File: config.mk
export PLATFORM = sky130hd
export DESIGN_NAME = lfsr_encrypt
export DESIGN_NICKNAME = d
export VERILOG_FILES = /design/src/rtl/lfsr_encrypt.sv
export SDC_FILE = /design/constraint.sdc
export NUM_CORES = 1
export LEC_CHECK = 0
export CORE_UTILIZATION = 45
export CTS_BUF_LIST = sky130_fd_sc_hd__clkbuf_8
export DETAILED_ROUTE_END_ITERATION = 6
export PLACE_DENSITY = 0.81
export SYNTH_ARGS = -nofsm -noshare
export SYNTH_HDL_FRONTEND = slang
export SYNTH_SLANG_ARGS = --single-unit
File: constraint.sdc
create_clock -name clk -period 4.8 [get_ports clk]
set_clock_uncertainty 0.2 [all_clocks]
set_input_delay 0.48 -clock clk [delete_from_list [all_inputs] [get_ports clk]]
set_output_delay 0.48 -clock clk [all_outputs]
set_load 0.02 [all_outputs]
File: src/rtl/lfsr_encrypt.sv
// rtl/lfsr_encrypt.sv - 64-byte frame encryptor: preamble plus memory bytes XORed with a 6-bit LFSR stream
// Optional macro ENC_PARITY_EN: wdata[7] carries even parity of wdata[6:0].
module lfsr_encrypt (
    input  logic       clk,
    input  logic       init_n,
    input  logic       start,
    input  logic [2:0] ptrn_sel,
    input  logic [5:0] lfsr_init,
    input  logic [3:0] pre_len,
    input  logic [7:0] rdata,
    output logic [7:0] raddr,
    output logic [7:0] waddr,
    output logic       wr_en,
    output logic [7:0] wdata,
    output logic       busy,
    output logic       done
);
    typedef enum logic [1:0] {IDLE, LOAD, RUN, DONE} state_t;

    state_t     state_q, state_d;
    logic [5:0] k_q, k_d;
    logic [5:0] lfsr_q, lfsr_d;
    logic [5:0] taps_q, taps_d;
    logic [3:0] plen_q, plen_d;
    logic       wr_en_q, wr_en_d;
    logic       busy_q, busy_d;
    logic       done_q, done_d;
    logic [7:0] raddr_q, raddr_d;
    logic [7:0] waddr_q, waddr_d;
    logic [7:0] src, xored;

    always_comb begin
        state_d = state_q;
        k_d     = k_q;
        lfsr_d  = lfsr_q;
        taps_d  = taps_q;
        plen_d  = plen_q;
        case (state_q)
            IDLE, DONE: begin
                if (start) state_d = LOAD;
            end
            LOAD: begin
                case (ptrn_sel)
                    3'd1:    taps_d = 6'h2D;
                    3'd2:    taps_d = 6'h30;
                    3'd3:    taps_d = 6'h33;
                    3'd4:    taps_d = 6'h36;
                    3'd5:    taps_d = 6'h39;
                    default: taps_d = 6'h21;
                endcase
                // An all-zero seed would lock the LFSR, so it is replaced by 1.
                lfsr_d  = (lfsr_init == 6'd0) ? 6'h01 : lfsr_init;
                if (pre_len < 4'd7)       plen_d = 4'd7;
                else if (pre_len > 4'd12) plen_d = 4'd12;
                else                      plen_d = pre_len;
                k_d     = 6'd0;
                state_d = RUN;
            end
            RUN: begin
                lfsr_d = {lfsr_q[4:0], ^(lfsr_q & taps_q)};
                k_d    = k_q + 6'd1;
                if (k_q == 6'd63) state_d = DONE;
            end
            default: state_d = IDLE;
        endcase

        // Outputs are registered from the next state so they line up with it.
        wr_en_d = (state_d == RUN);
        busy_d  = (state_d == LOAD) || (state_d == RUN);
        done_d  = (state_d == DONE);
        waddr_d = wr_en_d ? {2'b01, k_d} : 8'd0;
        raddr_d = (wr_en_d && (k_d >= {2'b00, plen_d})) ?
                  ({2'b00, k_d} - {4'b0000, plen_d}) : 8'd0;
    end

    always_ff @(posedge clk) begin
        if (!init_n) begin
            state_q <= IDLE;
            k_q     <= 6'd0;
            lfsr_q  <= 6'd0;
            taps_q  <= 6'd0;
            plen_q  <= 4'd0;
            wr_en_q <= 1'b0;
            busy_q  <= 1'b0;
            done_q  <= 1'b0;
            raddr_q <= 8'd0;
            waddr_q <= 8'd0;
        end else begin
            state_q <= state_d;
            k_q     <= k_d;
            lfsr_q  <= lfsr_d;
            taps_q  <= taps_d;
            plen_q  <= plen_d;
            wr_en_q <= wr_en_d;
            busy_q  <= busy_d;
            done_q  <= done_d;
            raddr_q <= raddr_d;
            waddr_q <= waddr_d;
        end
    end

    // rdata answers raddr within the same cycle, so wdata stays combinational.
    always_comb begin
        src   = (k_q < {2'b00, plen_q}) ? 8'h5F : rdata;
        xored = src ^ {2'b00, lfsr_q};
`ifdef ENC_PARITY_EN
        wdata = wr_en_q ? {^xored[6:0], xored[6:0]} : 8'd0;
`else
        wdata = wr_en_q ? xored : 8'd0;
`endif
    end

    assign wr_en = wr_en_q;
    assign busy  = busy_q;
    assign done  = done_q;
    assign raddr = raddr_q;
    assign waddr = waddr_q;
endmodule
# Yosys cells after proc, flatten, opt, wreduce, memory -nomap -nowiden

Cells that the tools add are included.
W data, S select, Z words.

Register bits: 43
Input bits: 24
Output and inout port bits: 27
Logic and storage cells: 53

$add $sub $neg: 2
Order comparisons: 4
Equal/unequal tests: 12
Mux-type cells: 13
Bitwise operators: 2
Reductions and logical operators: 9

Operator list:

| cell                  | number |
|---|---|
| $pmux W5 S5           | 1 |
| $pmux W6 S2           | 2 |
| $mux W8               | 2 |
| $mux W4               | 3 |
| $eq A2 B2 Y1 const B  | 4 |
| $xor A8 B6 Y8         | 1 |
| $mux W7               | 1 |
| $sub A6 B4 Y7         | 1 |
| $add A6 B1 Y6 const B | 1 |
| $and A6 B6 Y6         | 1 |
| $eq A3 B2 Y1 const B  | 2 |
| $eq A3 B3 Y1 const B  | 2 |
| $eq A6 B6 Y1 const B  | 1 |
| $ge A6 B4 Y1          | 1 |
| $logic_not A6 Y1      | 1 |
| $lt A6 B4 Y1          | 1 |
| $mux W6               | 1 |
| $pmux W2 S3           | 1 |
| $reduce_xor A6 Y1     | 1 |
| $eq A2 B1 Y1 const B  | 2 |
| $gt A4 B4 Y1 const B  | 1 |
| $lt A4 B3 Y1 const B  | 1 |
| $mux W2               | 2 |
| $reduce_and A2 Y1     | 2 |
| 6 further kinds       | 6 |

# Depth between registers and ports, before layout

Gate-level depths: netlist (run 1).

Word-level depth: 7
Mapped depth: 13
Gate-level depth less buffers: 12

# Worst setup path before layout (run 1)

Ideal clock, no wire load.

Path kind: register -> register
Start: register state_q[0]
End: register raddr_q[3] (netlist: raddr[3])
Setup time: 140 ps
Arrival: 2548 ps
Data required time: 4460 ps
Setup slack: 1912 ps
Cell stages (with the launch flop): 13
Buffers on the path: 1
Clock period less this slack: 2888 ps
Cells stage by stage: dfxtp_1 inv_1 ha_1 buf_2 nor2_1 a22oi_1 inv_1 ha_1 nor2b_1 o31a_1 nor3_1 and3_4 a2111oi_4

Elaborated cells between the ends (all ways): 15
Classes of those cells: add/sub: 1; order compare: 1; eq/ne: 4; mux: 5; reduce/logical: 4

RTL lines:

| item                                         | line | RTL |
|---|---|---|
| from (decl)                                  | 20   | `state_t state_q, state_d;` |
| from (signal assigned)                       | 89   | `state_q <= state_d;` |
| $eq A2 B2 Y1 or $eq A2 B1 Y1 (tied branches) | 38   | `case (state_q)` |
| $pmux W6 S2 (*)                              | 38   |  |
| named net k_d[1]                             | 21   | `logic [5:0] k_q, k_d;` |
| $ge A6 B4 Y1                                 | 72   | `raddr_d = (wr_en_d && (k_d >= {2'b00, plen_d})) ?` |
| $logic_and A1 B1 Y1                          | 72   |  |
| $reduce_and A2 Y1 (no source line)           | --   |  |
| to (signal assigned)                         | 97   | `raddr_q <= raddr_d;` |
| to (decl)                                    | 28   | `logic [7:0] raddr_q, raddr_d;` |

The timed path passes the listed nets; every way through them passes the cells marked *.
A chain may end at the register's enable or synchronous reset.

# Worst setup path after layout (run 1)

Start: register k_q[3]
End: output wdata[0]

Cells in the longest elaborated chain, start to end: 4

Ends and longest elaborated chain:

| item                   | line | RTL |
|---|---|---|
| from (decl)            | 21   |  |
| from (signal assigned) | 90   | `k_q <= k_d;` |
| $lt A6 B4 Y1           | 104  | `src = (k_q < {2'b00, plen_q}) ? 8'h5F : rdata;` |
| $mux W8                | 104  |  |
| $xor A8 B6 Y8          | 105  | `xored = src ^ {2'b00, lfsr_q};` |
| $mux W8                | 109  | `wdata = wr_en_q ? xored : 8'd0;` |
| to (decl)              | 14   | `output logic [7:0] wdata,` |

Every way passes these cells.

==> results of run 1 <==
-- worst max-delay path, delay by kind of cell (launching register included) --
| family | cells | cell delay, ps |
|---|---|---|
| flops | 1 | 370 |
| fa+ha+maj | 1 | 220 |
| buf+inv | 1 | 640 |
| simple gates | 2 | 940 |
| compound gates | 2 | 280 |
-- worst max-delay path by stage --
stage,startpoint,end,depth (start not counted)
floorplan,state_q[0],raddr[3],12
global placement,state_q[0],raddr[2],12
detailed placement,state_q[0],raddr[2],12
CTS,k_q[3],wdata[0],6
global route,k_q[3],wdata[5],5
finish,k_q[3],wdata[0],6
-- cells by family after synthesis --
group / count (synthesis) / share of synthesized area (%)
AO/OA/AOI/OAI: 54 / 18.3
XOR/XNOR: 7 / 2.59
adder cells (fa/ha/maj): 13 / 7.18
buffers and inverters: 29 / 5.49
flip-flops: 40 / 33.8
multiplexers: 8 / 3.38
other: 1 / 0.158
AND/OR/NAND/NOR: 124 / 29.2
-- final cells by class --
type / instances / area share, %
timing repair buffer: 50 / 16.7
tap: 70 / 2.94
clock inverter: 3 / 1.55
inverter: 11 / 1.38
sequential: 40 / 26.8
multi-input combinational: 207 / 48.3
clock buffer: 5 / 2.31
-- layer usage --
| metal | global-route usage, % | up-vias | part of all wire [%] |
|---|---|---|---|
| met2 | 33.9 | 54 | 48 |
| li1 | - | 1051 | - |
| met3 | 5.28 | 15 | 4.2 |
| met4 | 9.22 | 0 | 2.8 |
| met1 | 25.5 | 983 | 45 |
| met5 | 0 | - | 0 |
-- power groups by stage --
| stage | registers (mW) | logic, mW | clock network [mW] |
|---|---|---|---|
| after detailed placement | 0.501 | 0.821 | 0 |
| after CTS | 0.494 | 0.834 | 0.285 |
| after global placement | 0.495 | 0.801 | 0 |
| final | 0.496 | 0.837 | 0.281 |
| after floorplan | 0.492 | 0.598 | 0 |
| after global routing | 0.509 | 0.919 | 0.300 |
-- flip-flops by register name (all words and copies together) (netlist names) --
register	count
raddr	7
plen_q	4
taps_q	6
lfsr_q	6
done	1
waddr	6
wr_en	1
k_q	6
state_q	2
busy	1
-- stage by stage --
step / instances / cell area [µm²] / total power [mW] / util, % / worst slack, ps
after floorplan: 276 / 2370 / 1.09 / - / 1910
after global placement: 378 / 2870 / 1.30 / 56.5 / 1710
after detailed placement: 378 / 2870 / 1.32 / 56.5 / 1510
after CTS: 386 / 2980 / 1.61 / 58.8 / 1360
after global routing: 386 / 2980 / 1.73 / 58.8 / 1110
final: 386 / 2980 / 1.61 / 58.8 / 1350
-- placed cells by master, fill, tap and decap left out, types with 2 or more instances in the layout --
cell type,n
o311a_1,5
nand3_1,10
a21o_1,3
inv_1,11
mux2i_1,8
clkdlybuf4s50_1,49
nand2b_1,4
nor2_1,23
xor2_1,2
nand4_1,6
a21oi_1,4
o21a_1,4
o21ai_0,8
a22oi_1,2
nand2_1,25
o211ai_1,6
nor4_1,2
nand3b_1,13
and2b_1,2
ha_1,12
nor2b_1,14
and2_1,10
a31oi_1,3
xnor2_1,5
o211a_1,8
nor3_1,4
clkbuf_8,5
dfxtp_1,40
==> flow_metrics.env, run 1 <==
export IMPL_power_leakage_nw=1.14
export IMPL_min_path_type="reg2reg"
export IMPL_cts_root_buf="clkbuf_8"
export IMPL_min_to="taps_q[5]"
export IMPL_synth_seq_area_share_pct=33.8
export IMPL_drtPass1Iterations=4
export IMPL_clk_pin_slew_worst_paths_ps=80
export IMPL_grt_overflow=0
export IMPL_grt_pass1_wl_um=8710
export IMPL_seqPwrFrac_pct=30.7
export IMPL_cts_hold_fix_buffers=0
export IMPL_cts_tree="yes"
export IMPL_drv_slew=0
export IMPL_grt_max_degree=35
export IMPL_clock_power_share_pct=17.4
export IMPL_avgSynthCellArea_um2=8.59
export IMPL_routedWlPerCell_um=13.9
export IMPL_post_cts_resized=0
export IMPL_gp_congestion=0.830
export IMPL_chipHeight_um=74.6
export IMPL_drive_gt1_share_pct=5.38
export IMPL_yosys_warnings=0
export IMPL_start_util_pct=46.7
export IMPL_clock_sinks=40
export IMPL_yosysTopAreaCell="dfxtp_1"
export IMPL_crit_fanout=19
export IMPL_yosys_top_cells_area="dfxtp_1 (34%), ha_1 (6.3%), nand3b_1 (4.1%)"
export IMPL_crit_chain="ha_1, nor3_2, nand3_1, o311a_1, o211ai_1, clkdlybuf4s50_1"
export IMPL_ff2ff_path_depth=12
export IMPL_worstMarginPinSlew_ps=1030
export IMPL_grt_pass1_vias=1910
export IMPL_start_kind="flip-flop"
export IMPL_ys_flop_type="dfxtp_1"
export IMPL_nNetsFinal=352
export IMPL_rrSetupSlack_ps=1430
export IMPL_r2r_start="state_q[0]"
export IMPL_syn_inst=276
export IMPL_async_flop_share_pct=0
export IMPL_crit_slowest_cell="nor3_2"
export IMPL_synth_cell_types=55
export IMPL_swShare_pct=41.9
export IMPL_drcViolationCount=0
export IMPL_yosysMostFrequentCell="dfxtp_1"
export IMPL_status="complete, no violations"
export IMPL_regArea_um2=801
export IMPL_finalHoldViolCount=0
export IMPL_grt_setup_unrepaired="no"
export IMPL_power_density_mw_per_mm2=541
export IMPL_syn_num_nets=313
export IMPL_multi_input_area_mm2=0.00144
export IMPL_hold_depth=1
export IMPL_fin_crit_sh_pct=72.0
export IMPL_ys_seq_elements=40
export IMPL_rows=26
export IMPL_io_buffers=49
export IMPL_final_antenna_net_count=0
export IMPL_synth_common_cells="dfxtp_1 (40), nand2_1 (25), nor2_1 (23)"
export IMPL_viasPerCell=5.45
export IMPL_worstPathArrival_ps=2770
export IMPL_core_area_mm2=0.00507
export IMPL_critPathMaxStageDelay_ps=770
export IMPL_clk_latency_ps=300
export IMPL_area_growth_pct=25.8
export IMPL_routed_wirelength_um=5380
export IMPL_postCtsSetupBuffers=0
export IMPL_worst_r2r_endpoint="raddr[2]"
export IMPL_cp_required_ps=4120
export IMPL_dp_hpwl_um=3780
export IMPL_power_internal_mw=0.938
export IMPL_fill_cells=448
export IMPL_vdd_drop_max_v=0.000331
export IMPL_maxCapViolCount=0
export IMPL_top_level_ports=51
export IMPL_end_kind="primary output"
export IMPL_tns_ps=0
export IMPL_grt_usage_pct=20.7
export IMPL_path_class="reg2out"
export IMPL_worstHoldStart="taps_q[5]"
export IMPL_max_slew_margin_pct=31.1
export IMPL_setup_violations=0
export IMPL_synth_top_area_share_pct=33.8
export IMPL_period_needed_ps=3450
export IMPL_die_x_um=74.6
export IMPL_diodes=0
export IMPL_syn_area_mm2=0.00237
export IMPL_drtIter0Drc=124
export IMPL_fp_dieArea_mm2=0.00556
export IMPL_num_vias=2103
export IMPL_switching_power_mw=0.676
export IMPL_cts_inserted_buffers=5
export IMPL_antenna_found_initial=0
export IMPL_combPwrFrac_pct=51.9
export IMPL_clockBufferDepth=2
export IMPL_synth_edf_count=0
export IMPL_fin_hold_ws_ps=261
export IMPL_h_tree_depth=2
export IMPL_fmax_mhz=289
(Power assumes the default switching activity.)
==> run 2: changes to the inputs <==
--- a/config.mk
+++ b/config.mk
@@ -8,7 +8,7 @@
 export CORE_UTILIZATION = 45
 export CTS_BUF_LIST = sky130_fd_sc_hd__clkbuf_8
 export DETAILED_ROUTE_END_ITERATION = 6
-export PLACE_DENSITY = 0.81
+export PLACE_DENSITY = 0.84
 export SYNTH_ARGS = -nofsm -noshare
 export SYNTH_HDL_FRONTEND = slang
 export SYNTH_SLANG_ARGS = --single-unit
==> constraint.sdc (replaced) <==
create_clock -name clk -period 2.85 [get_ports clk]
set_clock_uncertainty 0.2 [all_clocks]
set_input_delay 0.285 -clock clk [delete_from_list [all_inputs] [get_ports clk]]
set_output_delay 0.285 -clock clk [all_outputs]
set_load 0.02 [all_outputs]
==> flow_metrics.env, run 2 (same netlist as run 1, synthesis figures left out) <==
export IMPL_num_vias=2165
export IMPL_min_path_type="reg2reg"
export IMPL_cts_tree="yes"
export IMPL_dp_hpwl_um=3930
export IMPL_drtPass1Iterations=5
export IMPL_min_to="taps_q[5]"
export IMPL_maxCapViolCount=0
export IMPL_finalInstanceArea_mm2=0.00310
export IMPL_rows=26
export IMPL_h_tree_depth=2
export IMPL_largest_reg_flops=7
export IMPL_fp_dieArea_mm2=0.00556
export IMPL_start_util_pct=46.7
export IMPL_power_density_mw_per_mm2=895
export IMPL_area_growth_pct=30.9
export IMPL_nNetsFinal=364
export IMPL_cp_required_ps=2880
export IMPL_switching_power_mw=1.16
export IMPL_fin_ws_ps=133
export IMPL_seqPwrFrac_pct=28.6
export IMPL_setup_violations=0
export IMPL_fin_hold_ws_ps=275
export IMPL_fmax_mhz=368
export IMPL_status="complete, no violations"
export IMPL_gp_congestion=0.864
export IMPL_ff2ff_path_depth=12
export IMPL_postCtsSetupBuffers=0
export IMPL_core_area_mm2=0.00507
export IMPL_worstHoldStart="taps_q[5]"
export IMPL_routed_wirelength_um=5470
export IMPL_drv_slew=0
export IMPL_path_class="reg2reg"
export IMPL_end_kind="flip-flop"
export IMPL_dpl_cell_count=390
export IMPL_cts_inserted_buffers=5
export IMPL_routedWlPerCell_um=13.8
export IMPL_final_cells=397
export IMPL_clock_sinks=40
export IMPL_period_needed_ps=2720
export IMPL_finalHoldViolCount=0
export IMPL_post_cts_resized=3
export IMPL_worstPathArrival_ps=2750
export IMPL_final_common_cell="clkdlybuf4s50_1"
export IMPL_mostFrequentLayoutCells="clkdlybuf4s50_1 (41), dfxtp_1 (39), nand2_1 (25), nor2_1 (23)"
export IMPL_grt_pass1_wl_um=8680
export IMPL_chipHeight_um=74.6
export IMPL_grt_pass1_vias=1912
export IMPL_power_leakage_nw=1.31
export IMPL_total_power_mw=2.78
export IMPL_place_ws_ps=-47.0
export IMPL_rrSetupSlack_ps=130
export IMPL_worst_r2r_endpoint="raddr[4]"
export IMPL_grt_max_degree=35
export IMPL_dpl_cell_area_mm2=0.00296
export IMPL_diodes=0
export IMPL_grt_usage_pct=20.5
export IMPL_die_x_um=74.6
export IMPL_io_buffers=49
export IMPL_fill_cells=444
export IMPL_max_slew_margin_pct=62.9
export IMPL_worstMarginPinSlew_ps=551
export IMPL_antenna_found_initial=0
export IMPL_fin_crit_sh_pct=95.3
export IMPL_top_level_ports=51
export IMPL_power_internal_mw=1.62
export IMPL_final_antenna_net_count=0
export IMPL_viasPerCell=5.45
export IMPL_cts_root_buf="clkbuf_8"
export IMPL_vdd_drop_max_v=0.000469
export IMPL_grt_overflow=0
export IMPL_swShare_pct=41.8
export IMPL_crit_fanout=9
export IMPL_clockBufferDepth=2
export IMPL_drtIter0Drc=123
export IMPL_start_kind="flip-flop"
export IMPL_clk_latency_ps=290
export IMPL_clk_pin_slew_worst_paths_ps=70
export IMPL_combPwrFrac_pct=58.9
export IMPL_r2r_start="state_q[0]"
export IMPL_drcViolationCount=0
export IMPL_drive_gt1_share_pct=11.6
export IMPL_cts_hold_fix_buffers=0
export IMPL_hold_depth=1
export IMPL_clock_power_share_pct=12.5
run 2: area by class of cell:
class	count	area, µm²	area share (%)
multi-input cells	207	1490	48.0
flip-flops and latches	40	802	25.8
repair buffers	62	604	19.5
well taps	70	87.6	2.82
clock buffers	5	68.8	2.22
inverters	11	41.3	1.33
clock inverters	2	8.76	0.282
run 2: through the flow:
step / utilization (%) / TNS, ps
6_report: 61.2 / 0
5_1_grt: 61.2 / -30.1
2_1_floorplan: - / 0
3_3_place_gp: 58.4 / 0
4_1_cts: 60.0 / 0
3_5_place_dp: 58.4 / -196
run 2: metal layers:
layer,up-vias,share of wire [%],global-route usage [%]
met2,72,50,34.8
li1,1076,-,-
met5,-,0,0
met1,1004,45,25.7
met3,13,4.1,4.20
met4,0,1.7,7.55
run 2: power by group through the flow:
stage	logic, mW	clock network, mW	registers, mW
detailed placement	1.56	0	0.801
finish	1.64	0.347	0.795
CTS	1.58	0.356	0.789
global placement	1.51	0	0.793
global route	1.79	0.382	0.810
floorplan	1.01	0	0.829
run 2: critical path, stage by stage, from the launching register on:
cell and delay (ps):
dfxtp_2 350, inv_1 70, ha_4 280, nand2b_4 160, nor2_1 130, a21oi_2 80, ha_1 240, fa_1 420
nor2b_2 170, o21a_1 130, nor2_1 60, or3_1 310, o21ai_1 70
run 2: how the worst max path moves through the flow:
stage,start,to,slack [ps],depth (start not counted)
after floorplan,state_q[0],raddr[3],40,12
after global placement,state_q[0],raddr[4],70,12
after detailed placement,state_q[0],raddr[3],-50,12
after CTS,state_q[0],raddr[3],10,12
after global routing,state_q[0],raddr[4],-30,12
final,state_q[0],raddr[4],130,12
==> RTL edit (config.mk and constraints of run 2) <==
The option `ENC_PARITY_EN` is turned on by a define.
--- a/src/rtl/lfsr_encrypt.sv
+++ b/src/rtl/lfsr_encrypt.sv
@@ -1,5 +1,7 @@
 // rtl/lfsr_encrypt.sv - 64-byte frame encryptor: preamble plus memory bytes XORed with a 6-bit LFSR stream
 // Optional macro ENC_PARITY_EN: wdata[7] carries even parity of wdata[6:0].
+`define ENC_PARITY_EN
+
 module lfsr_encrypt (
     input  logic       clk,
     input  logic       init_n,
Behaviour: not the same (a bounded check fails within 4 cycles, from zero or initial values).
==> RTL edit against run 2 <==
The run now ends with negative setup slack left; count of clock-buffer cells in the layout up 1; synthesized cell count down 7.6%; highest routed layer unchanged; synthesized area down 7.3%; register-to-register slack worse by 0.14 ns; sequential cell count unchanged; total power up 12%; die area down 7.1%; via count down 2.4%; design area up 2.5%; core utilization up 6.2 points; global-route usage down 1.2 points; worst setup slack worse by 0.15 ns; routed wire length up 7.0%.
==> RTL edit: results (changes against run 2) <==
| Metric | Value |
|---|---|
| Status | `finished with violations` |
| Failing checks | `negative setup slack` |
| Inserted Clock Buffers | `5 (unchanged)` |
| Peak supply drop | `493 µV (+5.2%)` |
| Hold Path Class | `flop to flop` |
| Commonest cells in the synthesized netlist | `dfxtp_1, nor3_1, nand2_1, and2_1, xnor2_1` |
| Crit path DAT | `2.39 ns (-0.36 ns)` |
| Final HPWL DP | `3.53 mm (-10%)` |
| Synthesis Warnings | `0 (unchanged)` |
| Post-synthesis sequential area ratio | `0.364 (+0.0265)` |
| Synth cell types | `41 (-25%)` |
| PnR worst setup slack | `-0.0211 ns (-0.154 ns)` |
| CP Max Fanout | `7 (-2)` |
| Syn Nets | `292 (-6.7%)` |
| Worst-Margin Slew | `0.493 ns (-0.0585 ns)` |
| P_leak | `1.25 nW (-4.4%)` |
| First-pass GRT wire length | `7.81 mm (-10%)` |
| Dominant cells by area after synthesis | `dfxtp_1, ha_1, xnor2_1, and2_1, nor3_1` |
| CTS root buf | `clkbuf_8` |
| Drt via density | `5.31 (-2.7%)` |
| Final net count | `367 (+0.82%)` |
| Total track usage | `0.193 (-0.0119)` |
| DRC marker count from the first detailed-route iteration | `128 (+4.1%)` |
| Largest net degree at the start of global routing | `16 (-54%)` |
| Layout cells sized above 1 | `0.196 (+0.0802)` |
| Port Buf Inserts | `48 (-2.0%)` |
| Final setup vio count | `3 (+3)` |
| Commonest register cell after synthesis | `dfxtp_1` |
| Setup_tns | `-0.0299 ns (-0.0299 ns)` |
| Vias in the first global route | `1,749 (-8.5%)` |
| Critical path's largest stage delay | `0.61 ns (+0.19 ns)` |
| Crit-path slowest cell | `clkdlybuf4s50_1` |
| Wirelength, routed | `5.85 mm (+7.0%)` |
| RePlAce Congestion | `0.835 (-3.3%)` |
RTL edit: worst max-delay path: cells and delay by family, from the launching register on:
family | cells | cell delay [ns]
AOI/OAI and AO/OA | 2 | 0.65
adders and majority gates | 1 | 0.29
buffers and inverters | 2 | 0.67
DFF | 1 | 0.34
and+or+nand+nor | 2 | 0.14
RTL edit: final cells by class:
| cell class | instances | area (µm²) |
|---|---|---|
| Clock buffer | 6 | 82.6 |
| Clock inverter | 2 | 7.51 |
| Fill cell | 355 | 1540 |
| Inverter | 11 | 41.3 |
| Multi-Input combinational cell | 193 | 1450 |
| Sequential cell | 40 | 806 |
| Tap cell | 67 | 83.8 |
| Timing Repair Buffer | 79 | 712 |
RTL edit: what timing repair did:
action                                 4_1_cts  5_1_grt
endpoints found under the hold margin        0        0
resized for setup                           11       30
cloned                                       0        1
setup endpoints to repair                   13        7
pin swaps                                    1       12
buffers inserted                             0       12
RTL edit: path summary, 6_finish.rpt:
| path | start | endpoint | slack, ns | cells after the start |
|---|---|---|---|---|
| worst min register to register | taps_q[5] | taps_q[5] | 0.28 | 1 |
| worst max register to register | state_q[0] | raddr[3] | -0.01 | 12 |
| worst max-delay path | plen_q[1] | wdata[6] | -0.02 | 7 |
| worst min-delay path | taps_q[5] | taps_q[5] | 0.28 | 1 |
RTL edit: power by group:
group | internal, mW | switching, mW | total, mW | leakage (nW)
clock network | 0.190 | 0.193 | 0.383 | 0.0538
logic | 0.950 | 0.970 | 1.92 | 0.873
registers | 0.686 | 0.110 | 0.796 | 0.327
total | 1.83 | 1.27 | 3.10 | 1.25
RTL edit: cells by family after synthesis:
kind of cell,Yosys count,synth area share
xor gates and xnor gates,19,0.0757
other,1,0.00171
DFF,40,0.364
and+or+nand+nor,104,0.257
AOI/OAI and AO/OA,47,0.142
buffers and inverters,23,0.0455
adders and majority gates,13,0.0774
muxes,8,0.0364
RTL edit: metrics by stage:
stage / setup WS [ns] / area [µm²] / power (mW) / cells
after floorplan: 0.00822 / 2200 / 1.80 / 255
after global routing: -0.113 / 3180 / 3.31 / 398
after CTS: 0.0596 / 2950 / 2.72 / 385
final: -0.0211 / 3180 / 3.10 / 398
after detailed placement: -0.0725 / 2850 / 2.32 / 377
after global placement: 0.00321 / 2850 / 2.28 / 377
RTL edit: routing by layer:
metal | global-route usage | share of wire | up-vias
met4 | 0.0850 | 0.037 | 0
met2 | 0.304 | 0.48 | 83
met5 | 0 | 0 | -
li1 | - | - | 1024
met1 | 0.262 | 0.43 | 983
met3 | 0.0347 | 0.051 | 22
